--- config.mk ---
export PLATFORM = sky130hd
export DESIGN_NAME = uart_tx
export DESIGN_NICKNAME = d
export VERILOG_FILES = /design/src/rtl/uart_tx.sv
export SDC_FILE = /design/constraint.sdc
export NUM_CORES = 1
export LEC_CHECK = 0
export ABC_AREA = 1
export CORE_UTILIZATION = 35
export CTS_CLUSTER_SIZE = 28
export DETAILED_ROUTE_END_ITERATION = 7
export HOLD_SLACK_MARGIN = 0.02
export PLACE_DENSITY = 0.63
export SLEW_MARGIN = 20
export SYNTH_ARGS = -nofsm -noshare
export SYNTH_HDL_FRONTEND = slang
export SYNTH_SLANG_ARGS = --single-unit
--- constraint.sdc ---
create_clock -name clk -period 1.6 [get_ports clk]
set_input_delay 0.32 -clock clk [delete_from_list [all_inputs] [get_ports clk]]
set_output_delay 0.32 -clock clk [all_outputs]
set_load 0.03 [all_outputs]
--- src/rtl/uart_tx.sv ---
// uart_tx: FIFO-fed UART transmitter (start bit, LSB-first data, one stop bit)
module uart_tx #(
    parameter int DataBitsSize = 8,
    parameter int ClksPerBit   = 434
) (
    input  logic                    clk,
    input  logic                    rst,
    input  logic                    tx_en,
    input  logic [DataBitsSize-1:0] fifo_q,
    input  logic                    fifo_empty,
    output logic                    fifo_read_ack,
    output logic                    tx,
    output logic                    busy
);
    localparam int CW = $clog2(ClksPerBit);
    localparam int BW = (DataBitsSize > 1) ? $clog2(DataBitsSize) : 1;
    localparam logic [CW-1:0] BAUD_LAST = CW'(ClksPerBit - 1);
    localparam logic [BW-1:0] BIT_LAST = BW'(DataBitsSize - 1);
    typedef enum logic [2:0] {IDLE, LOAD, START, DATA, STOP} state_t;
    state_t                  state_q, state_d;
    logic [CW-1:0]           baud_q, baud_d;
    logic [BW-1:0]           bit_q, bit_d;
    logic [DataBitsSize-1:0] shift_q, shift_d;
    logic                    tx_q, tx_d;
    logic                    baud_done, can_start;
    assign baud_done     = baud_q == BAUD_LAST;
    assign can_start     = tx_en && !fifo_empty;
    assign fifo_read_ack = state_q == LOAD;
    assign busy          = state_q != IDLE;
    assign tx            = tx_q;
    // Next state, counters and shift register; tx is precomputed from the next state so it leaves a flop
    always_comb begin
        state_d = state_q;
        baud_d  = baud_q;
        bit_d   = bit_q;
        shift_d = shift_q;
        case (state_q)
            IDLE:  state_d = can_start ? LOAD : IDLE;
            LOAD: begin
                state_d = START;
                shift_d = fifo_q;
            end
            START: begin
                baud_d  = baud_done ? '0 : baud_q + 1'b1;
                bit_d   = '0;
                state_d = baud_done ? DATA : START;
            end
            DATA: begin
                baud_d = baud_done ? '0 : baud_q + 1'b1;
                if (baud_done) begin
                    shift_d = shift_q >> 1;
                    bit_d   = (bit_q == BIT_LAST) ? '0 : bit_q + 1'b1;
                    state_d = (bit_q == BIT_LAST) ? STOP : DATA;
                end
            end
            STOP: begin
                baud_d  = baud_done ? '0 : baud_q + 1'b1;
                state_d = !baud_done ? STOP : can_start ? LOAD : IDLE;
            end
            default: begin
                state_d = IDLE;
                baud_d  = '0;
                bit_d   = '0;
            end
        endcase
        tx_d = (state_d == START) ? 1'b0 : (state_d == DATA) ? shift_d[0] : 1'b1;
    end
    // State register; reset drops any frame in flight and returns the line to idle-high
    always_ff @(posedge clk) begin
        if (rst) begin
            state_q <= IDLE;
            baud_q  <= '0;
            bit_q   <= '0;
            shift_q <= '0;
            tx_q    <= 1'b1;
        end else begin
            state_q <= state_d;
            baud_q  <= baud_d;
            bit_q   <= bit_d;
            shift_q <= shift_d;
            tx_q    <= tx_d;
        end
    end
endmodule

## Word-level counts from Yosys, hierarchy flattened

Index checks and enable logic that the tools add are counted.
W data, S select, Z words.

| cells by class | value |
|---|---|
| reductions and logical operators | 10 |
| equal/unequal tests | 9 |
| add/subtract/negate cells | 2 |
| bitwise gates (word level) | 1 |
| muxes and demuxes | 15 |

Operator list:

| cell | number |
|---|---|
| $pmux W9 S2 | 1 |
| $pmux W8 S2 | 1 |
| $mux W3 | 5 |
| $pmux W3 S5 | 1 |
| $eq A3 B2 Y1 const B | 4 |
| $add A9 B1 Y9 const B | 1 |
| $eq A9 B9 Y1 const B | 1 |
| $mux W9 | 1 |
| $mux W8 | 1 |
| $eq A3 B3 Y1 const B | 2 |
| $pmux W3 S2 | 1 |
| $reduce_or A3 Y1 | 2 |
| $mux W1 | 4 |
| $reduce_and A2 Y1 | 2 |
| $add A3 B1 Y3 const B | 1 |
| $eq A3 B1 Y1 const B | 1 |
| $logic_not A3 Y1 | 1 |
| $reduce_bool A3 Y1 | 1 |
| $ne A2 B2 Y1 const B | 1 |
| $reduce_bool A2 Y1 | 1 |
| $reduce_or A2 Y1 | 1 |
| $logic_and A1 B1 Y1 | 1 |
| $logic_not A1 Y1 | 1 |
| $not A1 Y1 | 1 |

| storage, ports and cells | value |
|---|---|
| output and inout bits | 3 |
| input bits | 12 |
| bits in registers | 24 |
| logic and storage cells | 43 |

## Logic depth before layout (Yosys ltp)

Gate-level depths: netlist (run 1).

| depth | value |
|---|---|
| depth in word-level cells | 8 |
| mapped depth | 10 |
| gate-level depth less buffers | 10 |

## Worst setup path after synthesis (run 1)

No wires, ideal clock.

| path | value |
|---|---|
| path kind | register -> register |
| from | register baud_q[0] |
| to | register baud_q[5] |
| period minus slack after synthesis | 1.351 ns |
| data required time | 1.481 ns |
| setup time | 0.119 ns |
| path slack | 0.249 ns |
| arrival time | 1.232 ns |
| stages on the path, launching flop included | 9 |
| path buffers | 0 |
| path through | dfxtp_1 -> ha_1 -> nand2_1 -> nor2_4 -> nand2_1 -> o21ai_2 -> inv_2 -> nand2_1 -> nor2_1 |

| between the ends | value |
|---|---|
| longest elaborated chain between the ends | 3 |
| elaborated cells on any way between the ends | 4 |
| classes of those cells | 1 x add/sub; 1 x eq/ne; 2 x mux |

RTL lines:

| what | RTL line | RTL |
|---|---|---|
| start, declared | 21 | `logic [CW-1:0] baud_q, baud_d;` |
| start signal, assigned | 78 | `baud_q <= baud_d;` |
| $add A9 B1 Y9 or $eq A9 B9 Y1 (tied branches) | - |  |
| $mux W9 (*) | 44, 49, 57 |  |
| $pmux W9 S2 (*) | 37 | `case (state_q)` |

Every way passes the cells marked *; elsewhere a longest branch is shown, timed or not.
A chain may end at the register's enable or synchronous reset.

## Final worst setup path (run 1)

| path | value |
|---|---|
| from | register state_q[1] |
| to | output port fifo_read_ack |

| between the ends | value |
|---|---|
| longest elaborated chain between the ends | 1 |

RTL lines:

| what | RTL line | RTL |
|---|---|---|
| start, declared | 20 | `state_t state_q, state_d;` |
| start signal, assigned | 77 | `state_q <= state_d;` |
| $eq A3 B1 Y1 | 28 | `assign fifo_read_ack = state_q == LOAD;` |
| end, declared | 11 | `output logic fifo_read_ack,` |

Every way passes these cells.

==> results of run 1 <==
==> synthesized netlist by cell type <==
cell type	n	area, um^2
nand3_1	9	45.04
clkinv_4	1	8.760
nand2_2	2	12.51
xor2_1	2	17.52
o21ai_1	5	25.02
nand2_1	45	168.9
nor2_4	3	33.78
nor2_1	40	150.1
buf_8	1	15.01
nor2_8	1	20.02
nand2_4	1	11.26
a31oi_1	1	6.260
nand4_1	5	31.28
and2_1	1	6.260
nand3_4	1	17.52
dfxtp_1	24	480.5
a21oi_1	6	30.03
nor3_1	2	10.01
o21ai_2	1	8.760
inv_2	3	11.26
ha_1	4	50.05
clkbuf_1	1	3.750
inv_1	24	90.09
o21ai_0	3	15.01
nor3b_1	1	7.510
nand3_2	2	20.02
==> cell usage in the layout, fill, tap and decap left out, types with 2 or more instances in the layout <==
| cell | instances |
|---|---|
| inv_1 | 24 |
| inv_2 | 3 |
| ha_1 | 4 |
| nand3_1 | 9 |
| clkdlybuf4s50_1 | 11 |
| nand4_1 | 5 |
| nand2_1 | 45 |
| nand3_2 | 2 |
| o21ai_1 | 5 |
| a21oi_1 | 6 |
| nand2_2 | 2 |
| nor2_1 | 39 |
| buf_4 | 9 |
| clkbuf_8 | 3 |
| o21ai_0 | 2 |
| nor2_4 | 3 |
| xor2_1 | 2 |
| nor3_1 | 2 |
| dfxtp_1 | 22 |
==> cell families (layout without fill, tap and decap cells) <==
kind of cell | after synthesis | after routing
xor gates and xnor gates | 2 | 2
AOI/OAI and AO/OA | 16 | 16
DFF | 24 | 24
and+or+nand+nor | 113 | 113
adders and majority gates | 4 | 4
buffers and inverters | 30 | 52
==> worst max-delay path, cell delays in order, from the launching register on <==
cell and delay (ns):
dfxtp_2 0.37, nor2_8 0.12, nand2_1 0.08, inv_2 0.13, buf_4 0.18
==> timing repair <==
action / CTS / global route
resized for setup: 1 / 7
pin swaps: 1 / 0
setup endpoints to repair: 1 / 8
setup buffers: 2 / 0
==> power groups by stage <==
stage	clock (mW)	sequential, mW	combinational, mW
after floorplan	0	0.638	0.0756
after global placement	0	0.636	0.141
after detailed placement	0	0.636	0.141
after CTS	0.365	0.622	0.148
after global routing	0.389	0.622	0.171
final	0.353	0.620	0.151
==> layer usage <==
| metal | up-vias | wire [um] | GRT usage [%] |
|---|---|---|---|
| li1 | 628 | - | - |
| met2 | 23 | 1191 | 23.91 |
| met1 | 520 | 1273 | 19.11 |
| met5 | - | 0 | 0 |
| met4 | 0 | 61 | 6.395 |
| met3 | 4 | 110 | 5.109 |
==> final timing paths <==
check             depth (start not counted)                      to  slack [ns]
setup / recovery                          4           fifo_read_ack        0.13
hold / removal                            2   bit_q[2]$_SDFFE_PP0P_        0.47
setup reg to reg                          9  baud_q[5]$_SDFFE_PP0N_        0.18
hold reg to reg                           2   bit_q[2]$_SDFFE_PP0P_        0.47
==> registers in the layout, summed over array words and instances, names as in the netlist <==
register and cells:
baud_q 9, bit_q 3, tx 1, shift_q 8, state_q 3
==> area by class of cell <==
type                            count  area (um^2)
Timing Repair Buffer               21        190.2
Sequential cell                    24        485.5
Clock buffer                        3        41.29
Inverter                           28        110.1
Fill cell                         366         1857
Tap cell                           46        57.56
Multi-Input combinational cell    135        700.7
==> metrics by stage <==
stage	instance area [um^2]	total power [mW]	cells	hold WS, ns	utilization (%)
after detailed placement	1508	0.7768	252	0.4637	43.80
after global placement	1508	0.7767	252	0.4577	43.80
after global routing	1585	1.182	257	0.5035	46.06
after CTS	1565	1.135	257	0.4761	45.47
final	1585	1.124	257	0.4709	46.06
after floorplan	1296	0.7140	189	0.4440	-
==> metrics.cfg, run 1 <==
[logic_synthesis]
synth_adder_area_share_pct=3.861
postSynthCellCount=189
synth_area_per_cell_um2=6.858
yosysUniqueCellTypes=26
synth_top_family_by_area=simple AND/OR/NAND/NOR gates
seq_area_frac_synth_pct=37.07
synth.cell_area_um2=1296
synth-seq-cells=24
synth_compound_area_share_pct=6.564
yosysWarnings=0
synthMuxAreaShare_pct=0
synthSimpleGateAreaFrac_pct=41.22
synth_xor_area_share_pct=1.351
synth_nets=205

[die]
fp-row-count=21
dieArea_um2=3951
core_area_um2=3442
start_util_pct=37.66
io_pins=15
fp.dieW_um=62.86
die_height_um=62.86

[finish]
drive_gt1_share_pct=14.69
nNetsFinal=229
syn_to_final_growth_pct=22.30
diodes=0

[setup_path]
crit_fanout=9
crit_path_start=state_q[1]$_SDFF_PP0_
required_ns=1.28
cp-start-kind=register
path_class=reg2out
cp-end-kind=primary output
reg2reg_from=baud_q[1]$_SDFFE_PP0N_
arrival_ns=1.15

[clock_tree]
cts_tree=done
cts_made_buffers=3
cts.sink_count=24
clock_path_buffers=2
cts_root_buffer=clkbuf_8
cts_max_level=1
insertion_delay_ns=0.26
clk_pin_slew_ns=0.09
postCtsHoldBufs=0

[timing]
fin_ws_ns=0.1284
final_hold_viol_count=0
setup_viol=0
rsz0062_at_grt=false
finClkSkew_ns=0.009363
slew_headroom_pct=78.86
period_share_pct=91.97
setup_tns_ns=0
fin_crit_ns=1.472
worst_slew_pin_slew_ns=0.3166
fmax_mhz=679.5
drv_slew=0

[power]
ir_drop_uv=496.6
powerDensity_nw_per_um2=708.8
internal-power_mw=0.8497
clkPwrFrac_pct=31.4
switching_share_pct=24.38
p_leak_nw=0.6700
comb_power_share_pct=13.4
p_switching_mw=0.2739
pwr-share-seq_pct=55.2

[grt]
grt_pass1_vias=1121
gr-total-overflow=0
grtUsageTotal_pct=15.31
grt_start_max_net_pins=13
antenna_found_initial=0
grt_pass1_wl_mm=4.767

[placement]
hpwl_mm=1.990
portBuffers=14
preCtsSetupSlack_ns=0.1322
place_congestion=0.8298

[routing]
ant_nets=0
drt_iter0_drc=71
via_count=1175
drt_first_pass_iters=4
vias_per_cell=4.572
avgRoutedWirePerCell_um=10.26
drc=0
routed_wl_mm=2.636

[outcome]
status=complete, no violations

[min_path]
hold_class=reg2reg
hold_start=bit_q[2]$_SDFFE_PP0P_

[flow_run]
cap_viol_max_count=0

No activity file was read; power rests on OpenSTA's default activity.
==> run 2: changes to the inputs <==
--- a/config.mk
+++ b/config.mk
@@ -7,9 +7,9 @@
 export LEC_CHECK = 0
 export ABC_AREA = 1
-export CORE_UTILIZATION = 35
+export CORE_UTILIZATION = 54
 export CTS_CLUSTER_SIZE = 28
 export DETAILED_ROUTE_END_ITERATION = 7
 export HOLD_SLACK_MARGIN = 0.02
-export PLACE_DENSITY = 0.63
+export PLACE_DENSITY = 0.86
 export SLEW_MARGIN = 20
 export SYNTH_ARGS = -nofsm -noshare
==> constraint.sdc (replaced) <==
create_clock -name clk -period 1.6 [get_ports clk]
set_input_delay 0.32 -clock clk [delete_from_list [all_inputs] [get_ports clk]]
set_output_delay 0.32 -clock clk [all_outputs]
set_load 0.1 [all_outputs]
==> metrics.cfg, run 2 (same netlist as run 1, synthesis figures left out) <==
[clock_tree]
insertion_delay_ns=0.32  ; +0.06 ns
clock_path_buffers=2  ; unchanged
postCtsHoldBufs=0  ; unchanged
cts_max_level=1  ; unchanged
cts_root_buffer=clkbuf_4
clk_pin_slew_ns=0.14  ; +0.05 ns
cts_tree=done
cts.sink_count=24  ; unchanged
cts_made_buffers=3  ; unchanged

[finish]
fin_cells=240  ; -6.6%
drive_gt1_share_pct=15.57  ; +0.87 points
final_common_cell=nand2_1
nNetsFinal=229  ; unchanged
regMostFlops=baud_q
reg_top3=baud_q: 9 flops, shift_q: 8 flops
num-fill-cells=184  ; -50%
diodes=0  ; unchanged
syn_to_final_growth_pct=22.59
layout_common_cells=nand2_1 (45), nor2_1 (40), inv_1 (24)
largest_reg_flops=9  ; unchanged
design_area_um2=1589  ; +0.24%

[setup_path]
required_ns=1.28  ; about the same
cp-start-kind=register
r2r_end=bit_q[1]$_SDFFE_PP0P_
reg2reg_depth=9  ; unchanged
arrival_ns=1.22  ; +0.07 ns
reg2reg_from=baud_q[1]$_SDFFE_PP0N_
path_class=reg2out
cp_slowest_cell=dfxtp_2
cp-end-kind=primary output
r2r_setup_slack_ns=0.13  ; -0.05 ns
path_cells=nor2_8, nand2_1, inv_4, buf_12
critical_path.max_stage_delay_ns=0.39  ; +0.02 ns
crit_fanout=5  ; -4

[die]
die_height_um=51.00  ; -19%
start_util_pct=58.04  ; +20 points
io_pins=15  ; unchanged
fp.dieW_um=51.00  ; -19%
fp-row-count=17  ; -19%
dieArea_um2=2600  ; -34%
core_area_um2=2233  ; -35%

[placement]
dp.cells=231  ; -8.3%
place_area_um2=1498  ; -0.66%
portBuffers=14  ; unchanged
hpwl_mm=2.087  ; +4.9%
place_congestion=0.9058  ; +9.2%

[timing]
fin_crit_ns=1.540  ; +0.06876 ns
setup_tns_ns=0  ; unchanged
setup_viol=0  ; unchanged
worst_slew_pin_slew_ns=0.2738  ; -0.04279 ns
rsz0062_at_grt=false
period_share_pct=96.27  ; +4.3 points
drv_slew=0  ; unchanged
fmax_mhz=649.2  ; -4.5%
final_hold_viol_count=0  ; unchanged
finClkSkew_ns=0.008784  ; -0.0005795 ns
slew_headroom_pct=81.68  ; +2.8 points

[routing]
drt_iter0_drc=47  ; -34%
via_count=1256  ; +6.9%
avgRoutedWirePerCell_um=11.63  ; +13%
vias_per_cell=5.233  ; +14%
routed_wl_mm=2.791  ; +5.9%
drc=0  ; unchanged
drt_first_pass_iters=4  ; unchanged
ant_nets=0  ; unchanged

[power]
internal-power_mw=0.8334  ; -1.9%
switching_share_pct=27.08  ; +2.7 points
p_leak_nw=0.6805  ; +1.6%
pwr-share-seq_pct=54.6  ; -0.6 points
comb_power_share_pct=16.9  ; +3.5 points
clkPwrFrac_pct=28.5  ; -2.9 points
p_switching_mw=0.3095  ; +13%
ir_drop_uv=497.8  ; +0.24%
powerDensity_nw_per_um2=719.2  ; +1.5%

[min_path]
hold_path_end=bit_q[2]$_SDFFE_PP0P_
hold_depth=2  ; unchanged
hold_start=bit_q[2]$_SDFFE_PP0P_
hold_class=reg2reg

[outcome]
status=complete, no violations

[grt]
antenna_found_initial=0  ; unchanged
grt_pass1_wl_mm=4.491  ; -5.8%
gr-total-overflow=0  ; unchanged
grt_pass1_vias=1143  ; +2.0%
grt_start_max_net_pins=14  ; +1
grtUsageTotal_pct=22.70  ; +7.4 points

[flow_run]
cap_viol_max_count=0  ; unchanged

-- run 2: cell types whose count changed in the layout (fill, tap and decap cells not counted), sizes merged --
cell          delta
clkbuf           +1
dlymetal6s2s     -1
buf              +1
-- run 2: power groups by stage --
stage / combinational [mW] / sequential [mW] / clock (mW)
floorplan: 0.0962 / 0.647 / 0
global placement: 0.175 / 0.637 / 0
detailed placement: 0.179 / 0.639 / 0
CTS: 0.183 / 0.624 / 0.328
global route: 0.209 / 0.627 / 0.354
finish: 0.193 / 0.624 / 0.326
-- run 2: worst max-delay path: cells and delay by family, from the launching register on --
family                 cells  cell delay [ns]
DFF                        1             0.39
and+or+nand+nor            2             0.26
buffers and inverters      2             0.26
-- run 2: per-stage QoR --
step / worst slack (ns) / total power [mW] / utilization, % / hold slack, ns
detailed placement: 0.04797 / 0.8179 / 67.06 / 0.4678
global placement: 0.1497 / 0.8127 / 67.06 / 0.4545
global route: 0.004360 / 1.189 / 71.15 / 0.5184
floorplan: 0.02367 / 0.7432 / - / 0.4440
finish: 0.05968 / 1.143 / 71.15 / 0.4856
CTS: 0.02024 / 1.135 / 69.69 / 0.4872
-- run 2: cell type report --
type	instances	area, um^2	share of cell area, %
multi-input cells	135	694.4	43.70
flip-flops and latches	24	488.0	30.71
repair buffers	21	222.7	14.02
inverters	28	112.6	7.087
clock buffers	4	36.28	2.283
well taps	28	35.03	2.205
-- run 2: timing repair --
item                       CTS  global route
resized for setup            4             4
gates cloned                 0             0
pin swaps                    0             2
buffers inserted             2             3
setup endpoints to repair    2             6
-- run 2: worst max-delay path by stage --
| stage | startpoint | end | slack (ns) | depth (start not counted) |
|---|---|---|---|---|
| after floorplan | state_q[2]$_SDFF_PP0_ | shift_q[0]$_SDFF_PP0_ | 0.02 | 7 |
| after global placement | baud_q[0]$_SDFFE_PP0N_ | baud_q[5]$_SDFFE_PP0N_ | 0.15 | 8 |
| after detailed placement | baud_q[0]$_SDFFE_PP0N_ | baud_q[6]$_SDFFE_PP0N_ | 0.05 | 8 |
| after CTS | state_q[2]$_SDFF_PP0_ | fifo_read_ack | 0.02 | 4 |
| after global routing | state_q[1]$_SDFF_PP0_ | fifo_read_ack | 0.004 | 4 |
| final | state_q[1]$_SDFF_PP0_ | fifo_read_ack | 0.06 | 4 |
-- run 2: per-layer routing --
metal,up-vias,global-route usage [%],wire length [um]
li1,639,-,-
met2,65,41.67,1390
met4,0,10.65,35
met1,544,25.50,1166
met3,8,2.976,199
met5,-,0,0
